File: config.mk
export PLATFORM = sky130hd
export DESIGN_NAME = uart_tx_scheduler
export DESIGN_NICKNAME = d
export VERILOG_FILES = /design/src/rtl/uart_tx_scheduler.sv
export SDC_FILE = /design/constraint.sdc
export NUM_CORES = 1
export LEC_CHECK = 0
export ABC_AREA = 1
export BUFFER_PORTS_ARGS = -buffer_cell sky130_fd_sc_hd__clkbuf_2
export CORE_MARGIN = 3
export CORE_UTILIZATION = 45
export DETAILED_ROUTE_END_ITERATION = 16
export GPL_TIMING_DRIVEN = 0
export HOLD_SLACK_MARGIN = 0.06
export PLACE_DENSITY_LB_ADDON = 0.08
export SLEW_MARGIN = 30
export SYNTH_ARGS = -nofsm -noshare
export SYNTH_HDL_FRONTEND = slang
export SYNTH_SLANG_ARGS = --single-unit
File: constraint.sdc
create_clock -name hb_clk -period 2.1 [get_ports hb_clk]
set_input_delay 0.42 -clock hb_clk [delete_from_list [all_inputs] [get_ports hb_clk]]
set_output_delay 0.42 -clock hb_clk [all_outputs]
set_load 0.005 [all_outputs]
File: src/rtl/uart_tx_scheduler.sv
// Round-robin byte scheduler feeding a single UART transmitter, with per-requester
// packet locking and an acknowledge watchdog on the transmitter busy flag.
module uart_tx_scheduler #(
    parameter int N_REQ       = 4,
    parameter int ACK_TIMEOUT = 255
) (
    input  logic               hb_clk,
    input  logic               rst_n,
    input  logic [N_REQ-1:0]   req_valid,
    input  logic [8*N_REQ-1:0] req_data,
    input  logic [N_REQ-1:0]   req_last,
    output logic [N_REQ-1:0]   req_ready,
    input  logic               uart_tx_ready,
    output logic               uart_wen,
    output logic [7:0]         uart_wdata,
    output logic [N_REQ-1:0]   grant,
    output logic               busy,
    output logic               timeout_err,
    input  logic               err_clr
);

    localparam int IW = $clog2(N_REQ);

    typedef enum logic [1:0] {
        IDLE,
        LOAD,
        WAIT_ACK,
        WAIT_DONE
    } state_t;

    state_t           state_q, state_d;
    logic [7:0]       wdata_q, wdata_d;
    logic [N_REQ-1:0] grant_q, grant_d;
    logic [IW-1:0]    owner_q, owner_d;
    logic [IW-1:0]    rr_ptr_q, rr_ptr_d;
    logic             lock_q, lock_d;
    logic             last_q, last_d;
    logic [7:0]       cnt_q, cnt_d;
    logic             err_q, err_d;

    logic             found;
    logic [IW-1:0]    sel;
    logic [N_REQ-1:0] selOneHot;
    logic             transfer;
    logic             errSet;
    logic [IW-1:0]    nextPtr;
    int               scanIdx;

    // A locked owner is the only candidate; otherwise scan upward from rr_ptr with wrap.
    always_comb begin
        found     = 1'b0;
        sel       = '0;
        scanIdx   = 0;
        selOneHot = '0;
        if (lock_q) begin
            sel   = owner_q;
            found = req_valid[owner_q];
        end else begin
            for (int k = 0; k < N_REQ; k++) begin
                scanIdx = int'(rr_ptr_q) + k;
                if (scanIdx >= N_REQ) begin
                    scanIdx = scanIdx - N_REQ;
                end
                if (!found && req_valid[scanIdx[IW-1:0]]) begin
                    found = 1'b1;
                    sel   = scanIdx[IW-1:0];
                end
            end
        end
        selOneHot[sel] = 1'b1;
    end

    assign transfer  = (state_q == IDLE) && uart_tx_ready && found;
    assign req_ready = transfer ? selOneHot : '0;
    assign nextPtr   = (owner_q == IW'(N_REQ - 1)) ? '0 : owner_q + IW'(1);

    always_comb begin
        state_d  = state_q;
        wdata_d  = wdata_q;
        grant_d  = grant_q;
        owner_d  = owner_q;
        rr_ptr_d = rr_ptr_q;
        lock_d   = lock_q;
        last_d   = last_q;
        cnt_d    = cnt_q;
        errSet   = 1'b0;
        case (state_q)
            IDLE: begin
                if (transfer) begin
                    wdata_d = req_data[{sel, 3'b000} +: 8];
                    grant_d = selOneHot;
                    owner_d = sel;
                    last_d  = req_last[sel];
                    lock_d  = ~req_last[sel];
                    state_d = LOAD;
                end
            end
            LOAD: begin
                cnt_d   = '0;
                state_d = WAIT_ACK;
            end
            WAIT_ACK: begin
                if (!uart_tx_ready) begin
                    state_d = WAIT_DONE;
                end else begin
                    cnt_d = cnt_q + 8'd1;
                    if (cnt_q + 8'd1 == 8'(ACK_TIMEOUT)) begin
                        // Transmitter never went busy: drop the packet and move past the owner.
                        errSet   = 1'b1;
                        lock_d   = 1'b0;
                        grant_d  = '0;
                        rr_ptr_d = nextPtr;
                        state_d  = IDLE;
                    end
                end
            end
            WAIT_DONE: begin
                if (uart_tx_ready) begin
                    state_d = IDLE;
                    if (last_q) begin
                        lock_d   = 1'b0;
                        grant_d  = '0;
                        rr_ptr_d = nextPtr;
                    end
                end
            end
            default: state_d = IDLE;
        endcase
        err_d = errSet ? 1'b1 : (err_clr ? 1'b0 : err_q);
    end

    always_ff @(posedge hb_clk or negedge rst_n) begin
        if (!rst_n) begin
            state_q  <= IDLE;
            wdata_q  <= '0;
            grant_q  <= '0;
            owner_q  <= '0;
            rr_ptr_q <= '0;
            lock_q   <= 1'b0;
            last_q   <= 1'b0;
            cnt_q    <= '0;
            err_q    <= 1'b0;
        end else begin
            state_q  <= state_d;
            wdata_q  <= wdata_d;
            grant_q  <= grant_d;
            owner_q  <= owner_d;
            rr_ptr_q <= rr_ptr_d;
            lock_q   <= lock_d;
            last_q   <= last_d;
            cnt_q    <= cnt_d;
            err_q    <= err_d;
        end
    end

    assign uart_wen    = (state_q == LOAD);
    assign uart_wdata  = wdata_q;
    assign grant       = grant_q;
    assign busy        = (state_q != IDLE);
    assign timeout_err = err_q;

endmodule

==> results of run 1 <==
-- layer usage --
layer / vias to the layer above / routed length, um / share of wire [%]
met1: 1190 / 2970 / 45
met4: 0 / 72 / 1.1
met3: 12 / 304 / 4.6
met2: 65 / 3260 / 49
met5: - / 0 / 0
li1: 1319 / - / -
-- through the flow --
| stage | setup TNS, ns | instance area (um2) | power (mW) | utilization [%] |
|---|---|---|---|---|
| after CTS | -1.50 | 2890 | 4.78 | 60.0 |
| after detailed placement | -1.16 | 2670 | 3.92 | 55.5 |
| after global routing | -3.72 | 3250 | 6.33 | 67.6 |
| after global placement | -1.12 | 2670 | 3.88 | 55.5 |
| final | -1.64 | 3250 | 5.80 | 67.6 |
| after floorplan | 0 | 2280 | 3.21 | - |
-- synth_stat cells --
master,n
nand3_1,35
nand4_1,5
clkbuf_1,2
o22ai_1,6
o211ai_1,1
nor2_8,1
nor3_1,3
inv_2,5
a21oi_1,5
buf_4,4
o21ai_1,4
o21ai_0,6
clkinv_1,1
o21ai_2,2
nor2_2,2
nand2_2,9
inv_1,28
nor2_1,19
nand2_4,1
nand2_1,175
ha_1,8
nand3_4,2
nor2_4,1
dfrtp_1,29
o31ai_1,1
buf_6,3
or2_2,2
-- path summary, 6_finish.rpt --
| kind | startpoint | end | slack [ns] |
|---|---|---|---|
| max in group asynchronous | rst_n | rr_ptr_q[1] | 1.40 |
| setup reg to reg | rr_ptr_q[0] | uart_wdata[2] | -0.01 |
| min in group hb_clk | err_clr | timeout_err | 0.35 |
| setup / recovery | rr_ptr_q[0] | req_ready[1] | -0.43 |
| hold / removal | rst_n | rr_ptr_q[0] | 0.19 |
| hold reg to reg | uart_wdata[1] | uart_wdata[1] | 0.48 |
-- critical path, delay by kind of cell, from the launching register on --
| family | cells | cell delay [ns] |
|---|---|---|
| buffers and inverters | 6 | 0.67 |
| flip-flops | 1 | 0.47 |
| AND/OR/NAND/NOR | 8 | 0.69 |
-- registers in the layout, indices dropped and copies added, names as in the netlist, 2 cells and up --
| signal | flops |
|---|---|
| owner_q | 2 |
| grant | 4 |
| rr_ptr_q | 2 |
| state_q | 2 |
| cnt_q | 8 |
| uart_wdata | 8 |
-- power breakdown --
part	internal, mW	switching, mW
logic	1.91	2.50
clock network	0.217	0.202
registers	0.755	0.209
-- kinds of logic (layout without fill, tap and decap cells) --
logic type	count (synthesis)	count (layout)
buffers and inverters	43	136
AO/OA/AOI/OAI	25	25
adder cells (fa/ha/maj)	8	8
AND/OR/NAND/NOR	255	255
flip-flops	29	29
-- final cells by class --
type | instances | area, um2
buffer | 8 | 87.6
timing repair inverter | 1 | 7.51
multi-input combinational | 288 | 1610
timing repair buffer | 87 | 526
fill | 444 | 1560
clock inverter | 1 | 5.00
inverter | 34 | 143
clock buffer | 5 | 68.8
sequential | 29 | 728
tap | 67 | 83.8
-- timing repair --
action | 4_1_cts | 5_1_grt
endpoints found under the setup margin | 4 | 19
cloned | 2 | 1
pin swaps | 12 | 27
setup buffers | 9 | 15
gates resized for setup | 23 | 76
==> flow_metrics.env, run 1 <==
export IMPL_grt_pass1_wl_um=10200
export IMPL_row_count=25
export IMPL_clockRootBuffer="clkbuf_8"
export IMPL_initial_core_util_pct=47.3
export IMPL_grt_pass1_vias=2384
export IMPL_antenna_cells=0
export IMPL_rsz0062_at_grt="yes"
export IMPL_drc=0
export IMPL_drt_pass1_iterations=4
export IMPL_avgSynthCellArea_um2=6.33
export IMPL_synth_nets=412
export IMPL_yosysTopAreaCell="dfrtp_1"
export IMPL_grt_usage_pct=20.6
export IMPL_rr_worst_depth=18
export IMPL_die_y_um=77.2
export IMPL_routed_via_count=2586
export IMPL_cap_violations=0
export IMPL_area_delta_synth_final_pct=42.8
export IMPL_cts_tree="done"
export IMPL_period_share_pct=120
export IMPL_via_per_inst=4.97
export IMPL_synth_area_top_cells="dfrtp_1 32%, nand2_1 29%, nand3_1 7.7%"
export IMPL_setup_viol=6
export IMPL_pre_cts_ws_ns=-0.337
export IMPL_h_tree_depth=2
export IMPL_yosysSeqAreaShare_pct=31.9
export IMPL_grt_max_degree=30
export IMPL_worst_path_max_fanout=6
export IMPL_dp_cells=489
export IMPL_nNetsFinal=506
export IMPL_grt_busiest_layer="met2"
export IMPL_critPathRequiredTime_ns=1.68
export IMPL_die_area_um2=5950
export IMPL_cts_buffers=5
export IMPL_leakagePower_nw=1.83
export IMPL_place_gp_congestion=0.893
export IMPL_syn_instance_count=360
export IMPL_drive_gt1_share_pct=39.3
export IMPL_io_buffers=62
export IMPL_met2_usage_pct=34.0
export IMPL_synth_adder_area_share_pct=4.39
export IMPL_yosysWarnings=0
export IMPL_final_common_cell="nand2_1"
export IMPL_synth_compound_area_share_pct=6.37
export IMPL_synth_seq_cells=29
export IMPL_cp_arrival_ns=2.11
export IMPL_ios=63
export IMPL_yosysUniqueCellTypes=27
export IMPL_place_hpwl_um=4350
export IMPL_hold_ws_ns=0.193
export IMPL_crit_chain="buf_8, nand2_4, nand3_4, nand2_4, inv_4, buf_6, nand3_2, nand3_4, nand2_4, buf_8, inv_6, nand2_4, nor2_2, clkbuf_2"
export IMPL_startpoint_type="flop"
export IMPL_die_w_um=77.2
export IMPL_relSlewSlack_pct=51.0
export IMPL_synth_top_area_share_pct=31.9
export IMPL_core_um2=4820
export IMPL_ir_drop_mv=0.855
export IMPL_cp_common_cell="nand2_4"
export IMPL_hp_class="input port to asynchronous set/reset pin"
export IMPL_antenna_found_initial=0
export IMPL_tightest_slew_ns=0.734
export IMPL_cts_hold_buffers=0
export IMPL_skew_ns=0.00597
export IMPL_finalHoldViolCount=0
export IMPL_grt_util_met3_pct=4.46
export IMPL_ant_nets=0
export IMPL_wl_per_cell_um=12.7
export IMPL_drtIter0Drc=78
export IMPL_slew_violations=0
export IMPL_p_per_area_nw_per_um2=1780
export IMPL_synth_simple_area_share_pct=48.7
export IMPL_crit_path_top_delay_cell="dfrtp_2"
export IMPL_synth_mux_area_share_pct=0
export IMPL_clock_latency_ns=0.28
export IMPL_cp_end_kind="output pin"
export IMPL_finalWorstSetupSlack_ns=-0.427
export IMPL_synth_top_family_by_area="simple AND/OR/NAND/NOR gates"
export IMPL_violations="setup timing"
export IMPL_cts_sinks=29
export IMPL_fin_crit_ns=2.53
export IMPL_fmax_ghz=0.396
export IMPL_final_cell_mix="144 x nand2_1, 61 x clkbuf_2"
export IMPL_grt_overflow_total=0
export IMPL_clk_pin_slew_worst_paths_ns=0.06
export IMPL_status="finished, violations left"
export IMPL_slowest_delay_ns=0.47
export IMPL_criticalPathCategory="flop to output pin"
export IMPL_wirelength_um=6610
export IMPL_synth_xor_area_share_pct=0
export IMPL_ctsLongestPathBuffers=2
export IMPL_netlist_area_um2=2280
export IMPL_grt_util_met1_pct=27.5
export IMPL_fin_cells=520
Note: power is estimated with default switching activity, not from simulation.
==> run 2, diff against run 1 <==
Settings changed: ABC_AREA 1 to default.
==> flow_metrics.env, run 2 <==
export IMPL_synth_top_area_share_pct=34.7
export IMPL_initial_core_util_pct=47.4
export IMPL_synth_area_top_cells="dfrtp_1 35%, mux2i_1 7.2%, ha_1 4.8%"
export IMPL_io_buffers=62
export IMPL_synthTopCellsByCount="29 x dfrtp_1, 24 x nand2_1, 20 x nor2_1"
export IMPL_routed_via_count=2039
export IMPL_crit_chain="and2b_4, a311oi_4, o31ai_4, buf_6, nor2_4, clkbuf_2"
export IMPL_clock_latency_ns=0.28
export IMPL_drive_gt1_share_pct=44.9
export IMPL_wirelength_um=5510
export IMPL_cp_end_kind="output pin"
export IMPL_crit_cells=6
export IMPL_startpoint_type="flop"
export IMPL_ant_nets=0
export IMPL_path_delay_family="compound AO/OA/AOI/OAI gates"
export IMPL_swShare_pct=41.6
export IMPL_worst_path_max_fanout=10
export IMPL_crit_buf_inv=2
export IMPL_p_int_mw=2.25
export IMPL_die_area_um2=5510
export IMPL_ios=63
export IMPL_setup_tns_ns=-0.423
export IMPL_period_share_pct=105
export IMPL_grt_pass1_wl_um=8490
export IMPL_p_per_area_nw_per_um2=1310
export IMPL_nNetsFinal=367
export IMPL_h_tree_depth=2
export IMPL_p_switching_mw=1.60
export IMPL_cts_sinks=29
export IMPL_criticalPathCategory="flop to output pin"
export IMPL_final_cell_mix="61 x clkbuf_2, 26 x dfrtp_1, 22 x nand2_1, 21 x buf_4"
export IMPL_hp_class="input port to asynchronous set/reset pin"
export IMPL_core_um2=4410
export IMPL_synth_nets=278
export IMPL_cts_buffers=5
export IMPL_drtIter0Drc=74
export IMPL_antenna_found_initial=0
export IMPL_grt_usage_pct=19.9
export IMPL_die_w_um=74.2
export IMPL_die_y_um=74.2
export IMPL_fin_crit_ns=2.21
export IMPL_final_common_cell="clkbuf_2"
export IMPL_avgSynthCellArea_um2=9.26
export IMPL_yosysSeqAreaShare_pct=34.7
export IMPL_place_hpwl_um=3750
export IMPL_placed_area_um2=2470
export IMPL_yosysWarnings=0
export IMPL_finalHoldViolCount=0
export IMPL_fmax_ghz=0.453
export IMPL_grt_util_met3_pct=4.32
export IMPL_yosysTopAreaCell="dfrtp_1"
export IMPL_hold_ws_ns=0.178
export IMPL_met2_usage_pct=34.4
export IMPL_setup_viol=5
export IMPL_power_frac_seq_pct=24.0
export IMPL_skew_ns=0.00388
export IMPL_area_delta_synth_final_pct=40.9
export IMPL_slew_violations=0
export IMPL_grt_overflow_total=0
export IMPL_relSlewSlack_pct=52.0
export IMPL_p_comb_share_pct=60.2
export IMPL_wl_per_cell_um=15.0
export IMPL_finalWorstSetupSlack_ns=-0.109
export IMPL_rr_worst_depth=8
export IMPL_grt_pass1_vias=1886
export IMPL_place_gp_congestion=0.796
export IMPL_antenna_cells=0
export IMPL_tightest_slew_ns=0.720
export IMPL_drt_pass1_iterations=4
export IMPL_cap_violations=0
export IMPL_fin_cells=368
export IMPL_synthArstFlopShare_pct=100
export IMPL_violations="setup timing"
export IMPL_via_per_inst=5.54
export IMPL_syn_instance_count=226
export IMPL_stdcell_area_um2=2950
export IMPL_crit_path_top_delay_cell="dfrtp_1"
export IMPL_clk_pin_slew_worst_paths_ns=0.07
export IMPL_cts_tree="done"
export IMPL_ys_flop_type="dfrtp_1"
export IMPL_netlist_area_um2=2090
export IMPL_status="finished, violations left"
export IMPL_slowest_delay_ns=0.40
export IMPL_grt_max_degree=30
export IMPL_clockRootBuffer="clkbuf_8"
export IMPL_leakagePower_nw=1.39
export IMPL_rsz0062_at_grt="yes"
export IMPL_cp_arrival_ns=1.79
export IMPL_dp_cells=340
export IMPL_synth_edf_count=0
export IMPL_ir_drop_mv=0.688
export IMPL_ctsLongestPathBuffers=2
export IMPL_grt_busiest_layer="met2"
export IMPL_critPathRequiredTime_ns=1.68
export IMPL_yosysUniqueCellTypes=64
export IMPL_drc=0
export IMPL_synth_most_common_cell="dfrtp_1"
export IMPL_row_count=24
export IMPL_clock_power_share_pct=15.8
export IMPL_grt_util_met1_pct=24.8
export IMPL_synth_seq_cells=29
-- run 2: cell type report --
cell class | count | area, um2
Inverter | 11 | 41.3
Tap cell | 52 | 65.1
Multi-Input combinational cell | 175 | 1430
Clock inverter | 2 | 37.5
Fill cell | 357 | 1470
Sequential cell | 29 | 729
Timing Repair Buffer | 83 | 472
Buffer | 10 | 91.3
Clock buffer | 6 | 82.6
-- run 2: power groups by stage --
stage	logic (mW)	clock network [mW]	registers (mW)
final	2.32	0.610	0.927
after global routing	2.54	0.651	0.958
after CTS	2.03	0.624	0.913
after detailed placement	1.79	0	0.917
after global placement	1.78	0	0.915
after floorplan	1.32	0	0.896
-- run 2: final timing paths --
kind / from / endpoint / slack (ns)
setup / recovery: rr_ptr_q[0] / req_ready[0] / -0.11
hold / removal: rst_n / uart_wdata[0] / 0.18
setup reg to reg: owner_q[0] / grant[2] / -0.01
hold reg to reg: grant[0] / grant[0] / 0.49
max in group asynchronous: rst_n / cnt_q[1] / 1.42
min in group hb_clk: err_clr / timeout_err / 0.34
-- run 2: kinds of logic after synthesis --
kind of cell | synth area share, %
AOI/OAI and AO/OA | 24.2
xor gates and xnor gates | 1.26
adders and majority gates | 4.78
buffers and inverters | 5.86
DFF | 34.7
muxes | 10.0
and+or+nand+nor | 19.2
-- run 2: through the flow --
stage / util (%) / power (mW) / setup slack, ns
floorplan: - / 2.22 / 0.0662
global placement: 55.9 / 2.69 / -0.275
global route: 66.8 / 4.15 / -0.214
detailed placement: 55.9 / 2.71 / -0.281
CTS: 62.2 / 3.57 / -0.137
finish: 66.8 / 3.86 / -0.109
-- run 2: repair_timing --
action	in CTS	in global routing
endpoints found under the setup margin	10	14
hold buffers	0	0
hold endpoints to repair	0	0
gates resized for setup	17	30
pin swaps	9	10
setup buffers	11	10
gates cloned	0	0
-- run 2: metal layers --
metal	wire length, um	share of wire, %
met1	2440	44
met4	54	0.98
met2	2810	51
met3	203	3.7
met5	0	0
